===== config.mk =====
export PLATFORM = sky130hd
export DESIGN_NAME = deserializator_flat
export DESIGN_NICKNAME = d
export VERILOG_FILES = /design/src/rtl/deserializator_if.sv /design/src/rtl/deserializator.sv /design/src/flat_wrapper.sv
export SDC_FILE = /design/constraint.sdc
export NUM_CORES = 1
export LEC_CHECK = 0
export CAP_MARGIN = 20
export CORE_ASPECT_RATIO = 0.75
export CORE_UTILIZATION = 40
export CTS_BUF_LIST = sky130_fd_sc_hd__clkbuf_8
export DETAILED_ROUTE_END_ITERATION = 8
export HOLD_SLACK_MARGIN = 0.15
export SLEW_MARGIN = 20
export SYNTH_ARGS = -nofsm -noshare
export SYNTH_HDL_FRONTEND = slang
export SYNTH_SLANG_ARGS = --single-unit

===== constraint.sdc =====
create_clock -name clk_i -period 3.7 [get_ports clk_i]
set_input_delay 0.555 -clock clk_i [delete_from_list [all_inputs] [get_ports clk_i]]
set_output_delay 0.555 -clock clk_i [all_outputs]
set_load 0.02 [all_outputs]

===== src/rtl/deserializator_if.sv =====
// Serial receive bus for the deserializator: serial bit stream in, parallel words out.
interface deserializator_if #(
  parameter int DATA_W = 16,
  parameter int MOD_W  = $clog2(DATA_W)
);
  logic              ser_data_i;
  logic              ser_data_val_i;
  logic [DATA_W-1:0] deser_data_o;
  logic [MOD_W-1:0]  deser_mod_o;
  logic              deser_data_val_o;
  logic              busy_o;

  // Upstream side: drives the serial stream and consumes the rebuilt words.
  modport master (
    output ser_data_i,
    output ser_data_val_i,
    input  deser_data_o,
    input  deser_mod_o,
    input  deser_data_val_o,
    input  busy_o
  );

  // Deserializator side.
  modport slave (
    input  ser_data_i,
    input  ser_data_val_i,
    output deser_data_o,
    output deser_mod_o,
    output deser_data_val_o,
    output busy_o
  );
endinterface


===== src/rtl/deserializator.sv =====
// Deserializator: rebuilds MSB-first serial frames into MSB-aligned parallel words.
// Frame length comes from the length of the valid burst; a burst of DATA_W bits
// closes itself, a shorter one closes on the first valid-low cycle. Bursts shorter
// than MIN_LEN are dropped without a pulse.
//
// state | meaning
// IDLE  | no frame in progress, waiting for the first valid bit
// RECV  | frame partially received, cnt holds the number of bits so far
module deserializator #(
  parameter int DATA_W  = 16,
  parameter int MOD_W   = $clog2(DATA_W),
  parameter int MIN_LEN = 3
) (
  input  logic            clk_i,
  input  logic            srst_i,
  deserializator_if.slave bus
);

  // One extra counter bit so DATA_W itself is representable for the alignment shift.
  localparam int CNT_W = MOD_W + 1;
  localparam logic [CNT_W-1:0] LAST_CNT = CNT_W'(DATA_W - 1);
  localparam logic [CNT_W-1:0] FULL_CNT = CNT_W'(DATA_W);
  localparam logic [CNT_W-1:0] MIN_CNT  = CNT_W'(MIN_LEN);
  localparam logic [CNT_W-1:0] ONE_CNT  = CNT_W'(1);

  if (DATA_W < 4 || (DATA_W & (DATA_W - 1)) != 0) begin : g_bad_data_w
    $error("deserializator: DATA_W must be a power of two and at least 4");
  end

  typedef enum logic {
    IDLE,
    RECV
  } state_t;

  state_t            state;
  logic [CNT_W-1:0]  cnt;
  logic [DATA_W-1:0] shreg;
  logic [DATA_W-1:0] shreg_next;
  logic [DATA_W-1:0] aligned;

  // Bits accumulate at the LSB end; shreg_next is only ever used when the valid
  // strobe is high, so an undefined serial bit outside a burst never gets stored.
  assign shreg_next = {shreg[DATA_W-2:0], bus.ser_data_i};

  // A short frame of cnt bits sits in the low cnt bits; move it to the MSB end
  // so the unused low bits come out as zero.
  assign aligned = shreg << (FULL_CNT - cnt);

  // Frame FSM with registered outputs.
  always_ff @(posedge clk_i or posedge srst_i) begin
    if (srst_i) begin
      state                <= IDLE;
      cnt                  <= '0;
      shreg                <= '0;
      bus.deser_data_o     <= '0;
      bus.deser_mod_o      <= '0;
      bus.deser_data_val_o <= 1'b0;
      bus.busy_o           <= 1'b0;
    end else begin
      bus.deser_data_val_o <= 1'b0;
      case (state)
        IDLE: begin
          if (bus.ser_data_val_i) begin
            shreg      <= {{(DATA_W-1){1'b0}}, bus.ser_data_i};
            cnt        <= ONE_CNT;
            bus.busy_o <= 1'b1;
            state      <= RECV;
          end
        end
        RECV: begin
          if (bus.ser_data_val_i) begin
            if (cnt == LAST_CNT) begin
              // Full word: publish directly from the shift path so the next
              // cycle is free to start another frame.
              bus.deser_data_o     <= shreg_next;
              bus.deser_mod_o      <= '0;
              bus.deser_data_val_o <= 1'b1;
              shreg                <= '0;
              cnt                  <= '0;
              bus.busy_o           <= 1'b0;
              state                <= IDLE;
            end else begin
              shreg <= shreg_next;
              cnt   <= cnt + ONE_CNT;
            end
          end else begin
            // Burst ended early: publish if long enough, otherwise keep the
            // previously published word untouched.
            if (cnt >= MIN_CNT) begin
              bus.deser_data_o     <= aligned;
              bus.deser_mod_o      <= cnt[MOD_W-1:0];
              bus.deser_data_val_o <= 1'b1;
            end
            shreg      <= '0;
            cnt        <= '0;
            bus.busy_o <= 1'b0;
            state      <= IDLE;
          end
        end
        default: begin
          shreg      <= '0;
          cnt        <= '0;
          bus.busy_o <= 1'b0;
          state      <= IDLE;
        end
      endcase
    end
  end

endmodule


===== src/flat_wrapper.sv =====
// flat-port wrapper written by rule: the top's interface ports become plain ports
module deserializator_flat 
#(
  parameter int DATA_W  = 16,
  parameter int MOD_W   = $clog2(DATA_W),
  parameter int MIN_LEN = 3
)
  (clk_i, srst_i, bus_ser_data_i, bus_ser_data_val_i, bus_deser_data_o, bus_deser_mod_o, bus_deser_data_val_o, bus_busy_o);
  deserializator_if #(.DATA_W(DATA_W), .MOD_W(MOD_W)) bus_i ();
  input  logic clk_i;
  input  logic srst_i;
  input wire logic [$bits(bus_i.ser_data_i)-1:0] bus_ser_data_i;
  input wire logic [$bits(bus_i.ser_data_val_i)-1:0] bus_ser_data_val_i;
  output wire logic [$bits(bus_i.deser_data_o)-1:0] bus_deser_data_o;
  output wire logic [$bits(bus_i.deser_mod_o)-1:0] bus_deser_mod_o;
  output wire logic [$bits(bus_i.deser_data_val_o)-1:0] bus_deser_data_val_o;
  output wire logic [$bits(bus_i.busy_o)-1:0] bus_busy_o;
  assign bus_i.ser_data_i = bus_ser_data_i;
  assign bus_i.ser_data_val_i = bus_ser_data_val_i;
  assign bus_deser_data_o = bus_i.deser_data_o;
  assign bus_deser_mod_o = bus_i.deser_mod_o;
  assign bus_deser_data_val_o = bus_i.deser_data_val_o;
  assign bus_busy_o = bus_i.busy_o;
  deserializator #(.DATA_W(DATA_W), .MOD_W(MOD_W), .MIN_LEN(MIN_LEN)) u_core (.clk_i(clk_i), .srst_i(srst_i), .bus(bus_i));
endmodule

==> results of run 1 <==
## final cells by class
| class | instances | area, sq um |
|---|---|---|
| Fill cell | 561 | 3040 |
| Multi-Input combinational cell | 184 | 1300 |
| Sequential cell | 44 | 1100 |
| Timing Repair Buffer | 31 | 295 |
| Tap cell | 78 | 97.6 |
| Clock buffer | 6 | 82.6 |
| Inverter | 6 | 22.5 |
| Clock inverter | 2 | 10.0 |
## sequential cells by signal, summed over array words and instances, names as in the netlist
signal,flops
u_core.bus.deser_data_o,16
u_core.bus.deser_data_val_o,1
u_core.bus.deser_mod_o,4
u_core.cnt,5
u_core.bus.busy_o,1
u_core.shreg,16
u_core.state,1
## critical path: stages, from the launching register on
cell and delay, ns:
dfrtp_1 0.38, inv_1 0.34, ha_1 0.76, mux2_2 0.44, mux2_2 0.27, mux2i_1 0.17, o311ai_0 0.14, o22a_1 0.20
## cells in the mapped netlist, types with 4 or more instances
cell and instances:
a21oi_1 5, a22o_1 18, buf_2 5, clkbuf_1 7, dfrtp_1 44, inv_1 5, mux2_2 7, mux2i_1 13
mux4_2 4, nand2_1 41, nand3_1 6, nor2_1 15, nor3_1 4, o211ai_1 5, o21a_1 5, o21ai_0 15
o22a_1 5
## kinds of logic (layout without fill, tap and decap cells)
kind of cell / Yosys count / count (layout)
flip-flops: 44 / 44
adder cells (fa/ha/maj): 2 / 2
AND/OR/NAND/NOR: 78 / 78
buffers and inverters: 25 / 45
AO/OA/AOI/OAI: 75 / 75
XOR/XNOR: 5 / 5
multiplexers: 24 / 24
## metal layers
layer,track usage,routed length [um],vias to the layer above
li1,-,-,963
met2,0.263,2400,86
met5,0,0,-
met1,0.301,2990,961
met4,0.0564,61,0
met3,0.0527,494,9
## report_power, final
| group | internal (mW) | leakage, nW | total, mW | switching, mW |
|---|---|---|---|---|
| registers | 0.529 | 0.578 | 0.564 | 0.0348 |
| logic | 0.181 | 0.592 | 0.415 | 0.234 |
| clock network | 0.149 | 0.0510 | 0.312 | 0.162 |
| total | 0.860 | 1.22 | 1.29 | 0.431 |
## how the worst max path moves through the flow
stage | endpoint | cells past startpoint | slack (ns)
floorplan | u_core.bus.deser_data_o[13]$_DFFE_PP0P_ | 10 | 1.15
global placement | u_core.bus.deser_data_o[15]$_DFFE_PP0P_ | 7 | 0.96
detailed placement | u_core.bus.deser_data_o[15]$_DFFE_PP0P_ | 7 | 0.90
CTS | u_core.bus.deser_data_o[15]$_DFFE_PP0P_ | 7 | 0.89
global route | u_core.bus.deser_data_o[15]$_DFFE_PP0P_ | 7 | 0.69
finish | u_core.bus.deser_data_o[15]$_DFFE_PP0P_ | 7 | 0.92
## through the flow
| step | setup WS (ns) | cells | hold slack (ns) | instance area [sq um] |
|---|---|---|---|---|
| after global placement | 0.961 | 343 | 0.455 | 2820 |
| after floorplan | 1.15 | 253 | 0.472 | 2530 |
| after CTS | 0.892 | 351 | 0.489 | 2910 |
| after detailed placement | 0.895 | 343 | 0.470 | 2820 |
| after global routing | 0.693 | 351 | 0.522 | 2910 |
| final | 0.916 | 351 | 0.478 | 2910 |
==> impl_metrics.yaml, run 1 <==
global_routing:
  grt_start_max_net_pins: 25
  grt.total_usage: 0.195
  grt_pass1_wl_um: 9990
  grt_remaining_overflow: 0
  grt_pass1_vias: 1908
  antenna_found_initial: 0
clock_tree:
  cts_hold_buf: 0
  cts_tree: "done"
  cts_max_level: 2
  postCtsSetupBuffers: 0
  root_buffer: "clkbuf_8"
  insertion_delay_ns: 0.30
  numCtsBuffers: 5
  cts.sinks: 44
  cts_resized: 0
  clock_path_buffers: 2
  clk_pin_slew_ns: 0.09
yosys:
  synth_top_area_frac: 0.435
  synth_cell_type_count: 48
  synth-adder-area-share: 0.00988
  synth_seq_cells: 44
  synthMuxAreaShare: 0.118
  ys_warn_count: 0
  synth_compound_area_frac: 0.230
  ys_async_sr_fraction: 1.00
  synthSimpleGateAreaFrac: 0.135
  syn_inst: 253
  synth_edf_count: 0
  synth_top_family_by_area: "compound AO/OA/AOI/OAI gates"
  netlist_area_sq_mm: 0.00253
  avgSynthCellArea_sq_um: 10.0
  synth.area.top_cells: "dfrtp_1 43%, a22o_1 6.2%, nand2_1 6.1%"
  syn-num-nets: 259
  seq_area_frac_synth: 0.435
  netlist.top_cell.by_area: "dfrtp_1"
  synthFlopType: "dfrtp_1"
  synth_xor_area_frac: 0.0202
setup_path:
  cp-end-kind: "flop"
  reg2reg_depth: 7
  crit_fanout: 21
  r2r-end: "u_core.bus.deser_data_o[15]$_DFFE_PP0P_"
  critPathArrivalTime_ns: 2.98
  critPathLaunch: "u_core.cnt[0]$_DFFE_PP0P_"
  critPathKind: "flop to flop"
  start_kind: "flop"
  critPathRequiredTime_ns: 3.89
  regToRegStartpoint: "u_core.cnt[0]$_DFFE_PP0P_"
  reg2reg_slack_ns: 0.92
power_and_ir_drop:
  power_density_mw_per_mm2: 444
  irDropWorstVdd_mv: 0.137
  p_total_mw: 1.29
  p_leak_nw: 1.22
hold_path:
  whs_path_depth: 2
  hold_path.class: "flop to flop"
  worstHoldStart: "u_core.bus.deser_data_o[6]$_DFFE_PP0P_"
  hold_end: "u_core.bus.deser_data_o[6]$_DFFE_PP0P_"
floorplan:
  io_pins: 26
  coreArea_sq_mm: 0.00595
  row_count: 24
  dieArea_sq_mm: 0.00666
  start_util: 0.426
  fp.dieH_um: 70.9
  dieWidth_um: 93.9
place:
  port_buffers: 25
  hpwlAfterDp_um: 4310
  globalplace.congestion: 0.939
timing:
  grt_setup_unrepaired: "false"
  hold_viol_final: 0
  setup_viol: 0
  skew_ns: 0.0112
  tightest_slew_ns: 0.857
  fmax_ghz: 0.359
  fin_crit_sh: 0.752
  slew_headroom: 0.428
  finalSetupTns_ns: 0
  period_needed_ns: 2.78
  slew_viol_final: 0
final_layout:
  layout_common_cells: "44 x dfrtp_1, 41 x nand2_1, 25 x clkdlybuf4s50_1"
  antenna_cells: 0
  final_nets: 278
  post-route-util: 0.489
  area_growth_pct: 14.8
  mostFrequentLayoutCell: "dfrtp_1"
  final_layout_size_suffix_gt1_frac: 0.114
detailed_routing:
  wl_um: 5950
  drt_iter0_markers: 199
  via_per_inst: 5.75
  via_count: 2019
  wire_per_inst_um: 16.9
  drt-pass1-iter-count: 4
  antenna_left: 0
  drc: 0
flow_run:
  maxCapViolations: 0
run_status:
  status: "completed"
Power figures use the tool's default switching activity.
==> run 2, diff against run 1 <==
clock period = 2.45 ns   (was 3.7 ns; I/O delays follow)
==> run 2 against run 1 <==
  * Sequential cell count did not move
  * Combinational power rose by 62%
  * First-iteration DRC count rose by 51%
  * Wire length rose by 2.3%
  * Hold slack got worse by 0.047 ns
  * Total power rose by 51%
  * Sequential share of layout area fell by 1.0 points
  * Register-to-register slack got worse by 0.73 ns
  * Via count rose by 4.5%
  * Critical path type unchanged
==> impl_metrics.yaml, run 2 (same netlist as run 1, synthesis figures left out) <==
run_status:
  status: "completed"
power_and_ir_drop:
  p_sw_frac: 0.333
  p_seq_frac: 0.437
  p_clk_frac: 0.217
  p_sw_mw: 0.649
  combPwrFrac: 0.346
  p_int_mw: 1.30
  power_density_mw_per_mm2: 652
  p_leak_nw: 1.27
  irDropWorstVdd_mv: 0.258
clock_tree:
  cts_tree: "done"
  cts_hold_buf: 0
  numCtsBuffers: 5
  clock_path_buffers: 2
  cts.sinks: 44
  root_buffer: "clkbuf_8"
  postCtsSetupBuffers: 0
  insertion_delay_ns: 0.29
  cts_resized: 0
  cts_max_level: 2
  clk_pin_slew_ns: 0.08
setup_path:
  cp-end-kind: "flop"
  critPathArrivalTime_ns: 2.45
  critPathLaunch: "u_core.cnt[0]$_DFFE_PP0P_"
  slowest_stage: "dfrtp_1"
  path_cells: "buf_4 -> ha_1 -> nand3_1 -> o21ai_1 -> o311ai_4 -> inv_2 -> nand2_1 -> o32a_1"
  start_kind: "flop"
  critPathRequiredTime_ns: 2.63
  crit_fanout: 23
  critPathKind: "flop to flop"
  slowest_delay_ns: 0.36
  regToRegStartpoint: "u_core.cnt[0]$_DFFE_PP0P_"
  reg2reg_depth: 8
timing:
  fin_crit_sh: 0.925
  setup_slack_ns: 0.183
  period_needed_ns: 2.27
  hold_viol_final: 0
  slew_headroom: 0.463
  tightest_slew_ns: 0.801
  skew_ns: 0.00668
  fmax_ghz: 0.441
  slew_viol_final: 0
  setup_viol: 0
  hold_slack_ns: 0.432
  grt_setup_unrepaired: "false"
  finalSetupTns_ns: 0
floorplan:
  dieArea_sq_mm: 0.00666
  fp.dieH_um: 70.9
  io_pins: 26
  start_util: 0.426
  dieWidth_um: 93.9
  coreArea_sq_mm: 0.00595
  row_count: 24
detailed_routing:
  wl_um: 6090
  drt_iter0_markers: 300
  via_count: 2110
  antenna_left: 0
  via_per_inst: 5.84
  drc: 0
  drt-pass1-iter-count: 5
  wire_per_inst_um: 16.9
final_layout:
  area_growth_pct: 17.9
  design_area_sq_mm: 0.00299
  antenna_cells: 0
  final_layout_size_suffix_gt1_frac: 0.141
  final_nets: 289
  layout_common_cells: "44 x dfrtp_1, 41 x nand2_1, 25 x clkdlybuf4s50_1"
  mostFrequentLayoutCell: "dfrtp_1"
  reg.largest.list: "u_core.bus.deser_data_o x16, u_core.shreg x16, u_core.cnt x5"
hold_path:
  hold_path.class: "input pin to async pin"
place:
  placed_area_sq_mm: 0.00291
  port_buffers: 25
  hpwlAfterDp_um: 4540
  globalplace.congestion: 0.916
  pre_cts_slack_ns: 0.188
global_routing:
  gr-usage-met2: 0.274
  grt.met1_usage: 0.333
  grt_pass1_wl_um: 10500
  gr-usage-met3: 0.0419
  busiest_layer: "met1"
  grt.total_usage: 0.204
  grt_start_max_net_pins: 25
  grt_remaining_overflow: 0
  antenna_found_initial: 0
  grt_pass1_vias: 1996
flow_run:
  maxCapViolations: 0
## run 2: cell count changes in the layout (fill, tap and decap cells not counted), sizes merged
cell,before,now
clkbuf,6,5
inv,5,6
buf,6,17
clkinv,3,2
## run 2: path summary, 6_finish.rpt
| check | end | slack [ns] |
|---|---|---|
| setup / recovery | u_core.bus.deser_data_o[13]$_DFFE_PP0P_ | 0.18 |
| hold / removal | u_core.bus.deser_mod_o[2]$_DFFE_PP0P_ | 0.43 |
| setup reg to reg | u_core.bus.deser_data_o[13]$_DFFE_PP0P_ | 0.18 |
| hold reg to reg | u_core.bus.busy_o$_DFFE_PP0P_ | 0.47 |
| max in group asynchronous | u_core.bus.deser_data_o[15]$_DFFE_PP0P_ | 1.49 |
| min in group clk_i | u_core.bus.busy_o$_DFFE_PP0P_ | 0.47 |
## run 2: final cells by class
cell class,count,area (sq um)
fillers,561,2960
multi-input cells,184,1300
clock inverters,2,8.76
clock buffers,5,68.8
repair buffers,42,390
inverters,6,22.5
well taps,78,97.6
flip-flops and latches,44,1100
## run 2: power by group through the flow
stage	combinational, mW	clock [mW]	sequential, mW
floorplan	0.360	0	0.937
global placement	0.671	0	0.864
detailed placement	0.671	0	0.867
CTS	0.673	0.439	0.852
global route	0.736	0.459	0.864
finish	0.674	0.422	0.851
## run 2: worst max-delay path: cells and delay by family, from the launching register on
kind	cells	cell delay (ns)
and+or+nand+nor	2	0.22
DFF	1	0.36
AOI/OAI and AO/OA	3	0.80
adders and majority gates	1	0.20
buffers and inverters	2	0.57
## run 2: stage by stage
stage | power (mW) | util | instances
after CTS | 1.96 | 0.503 | 361
after detailed placement | 1.54 | 0.489 | 354
after global routing | 2.06 | 0.503 | 361
after global placement | 1.53 | 0.489 | 354
final | 1.95 | 0.503 | 361
after floorplan | 1.30 | - | 253
## run 2: per-layer routing
| layer | up-vias | wire (um) |
|---|---|---|
| li1 | 990 | - |
| met1 | 1018 | 3150 |
| met2 | 95 | 2450 |
| met3 | 7 | 433 |
| met4 | 0 | 50 |
| met5 | - | 0 |
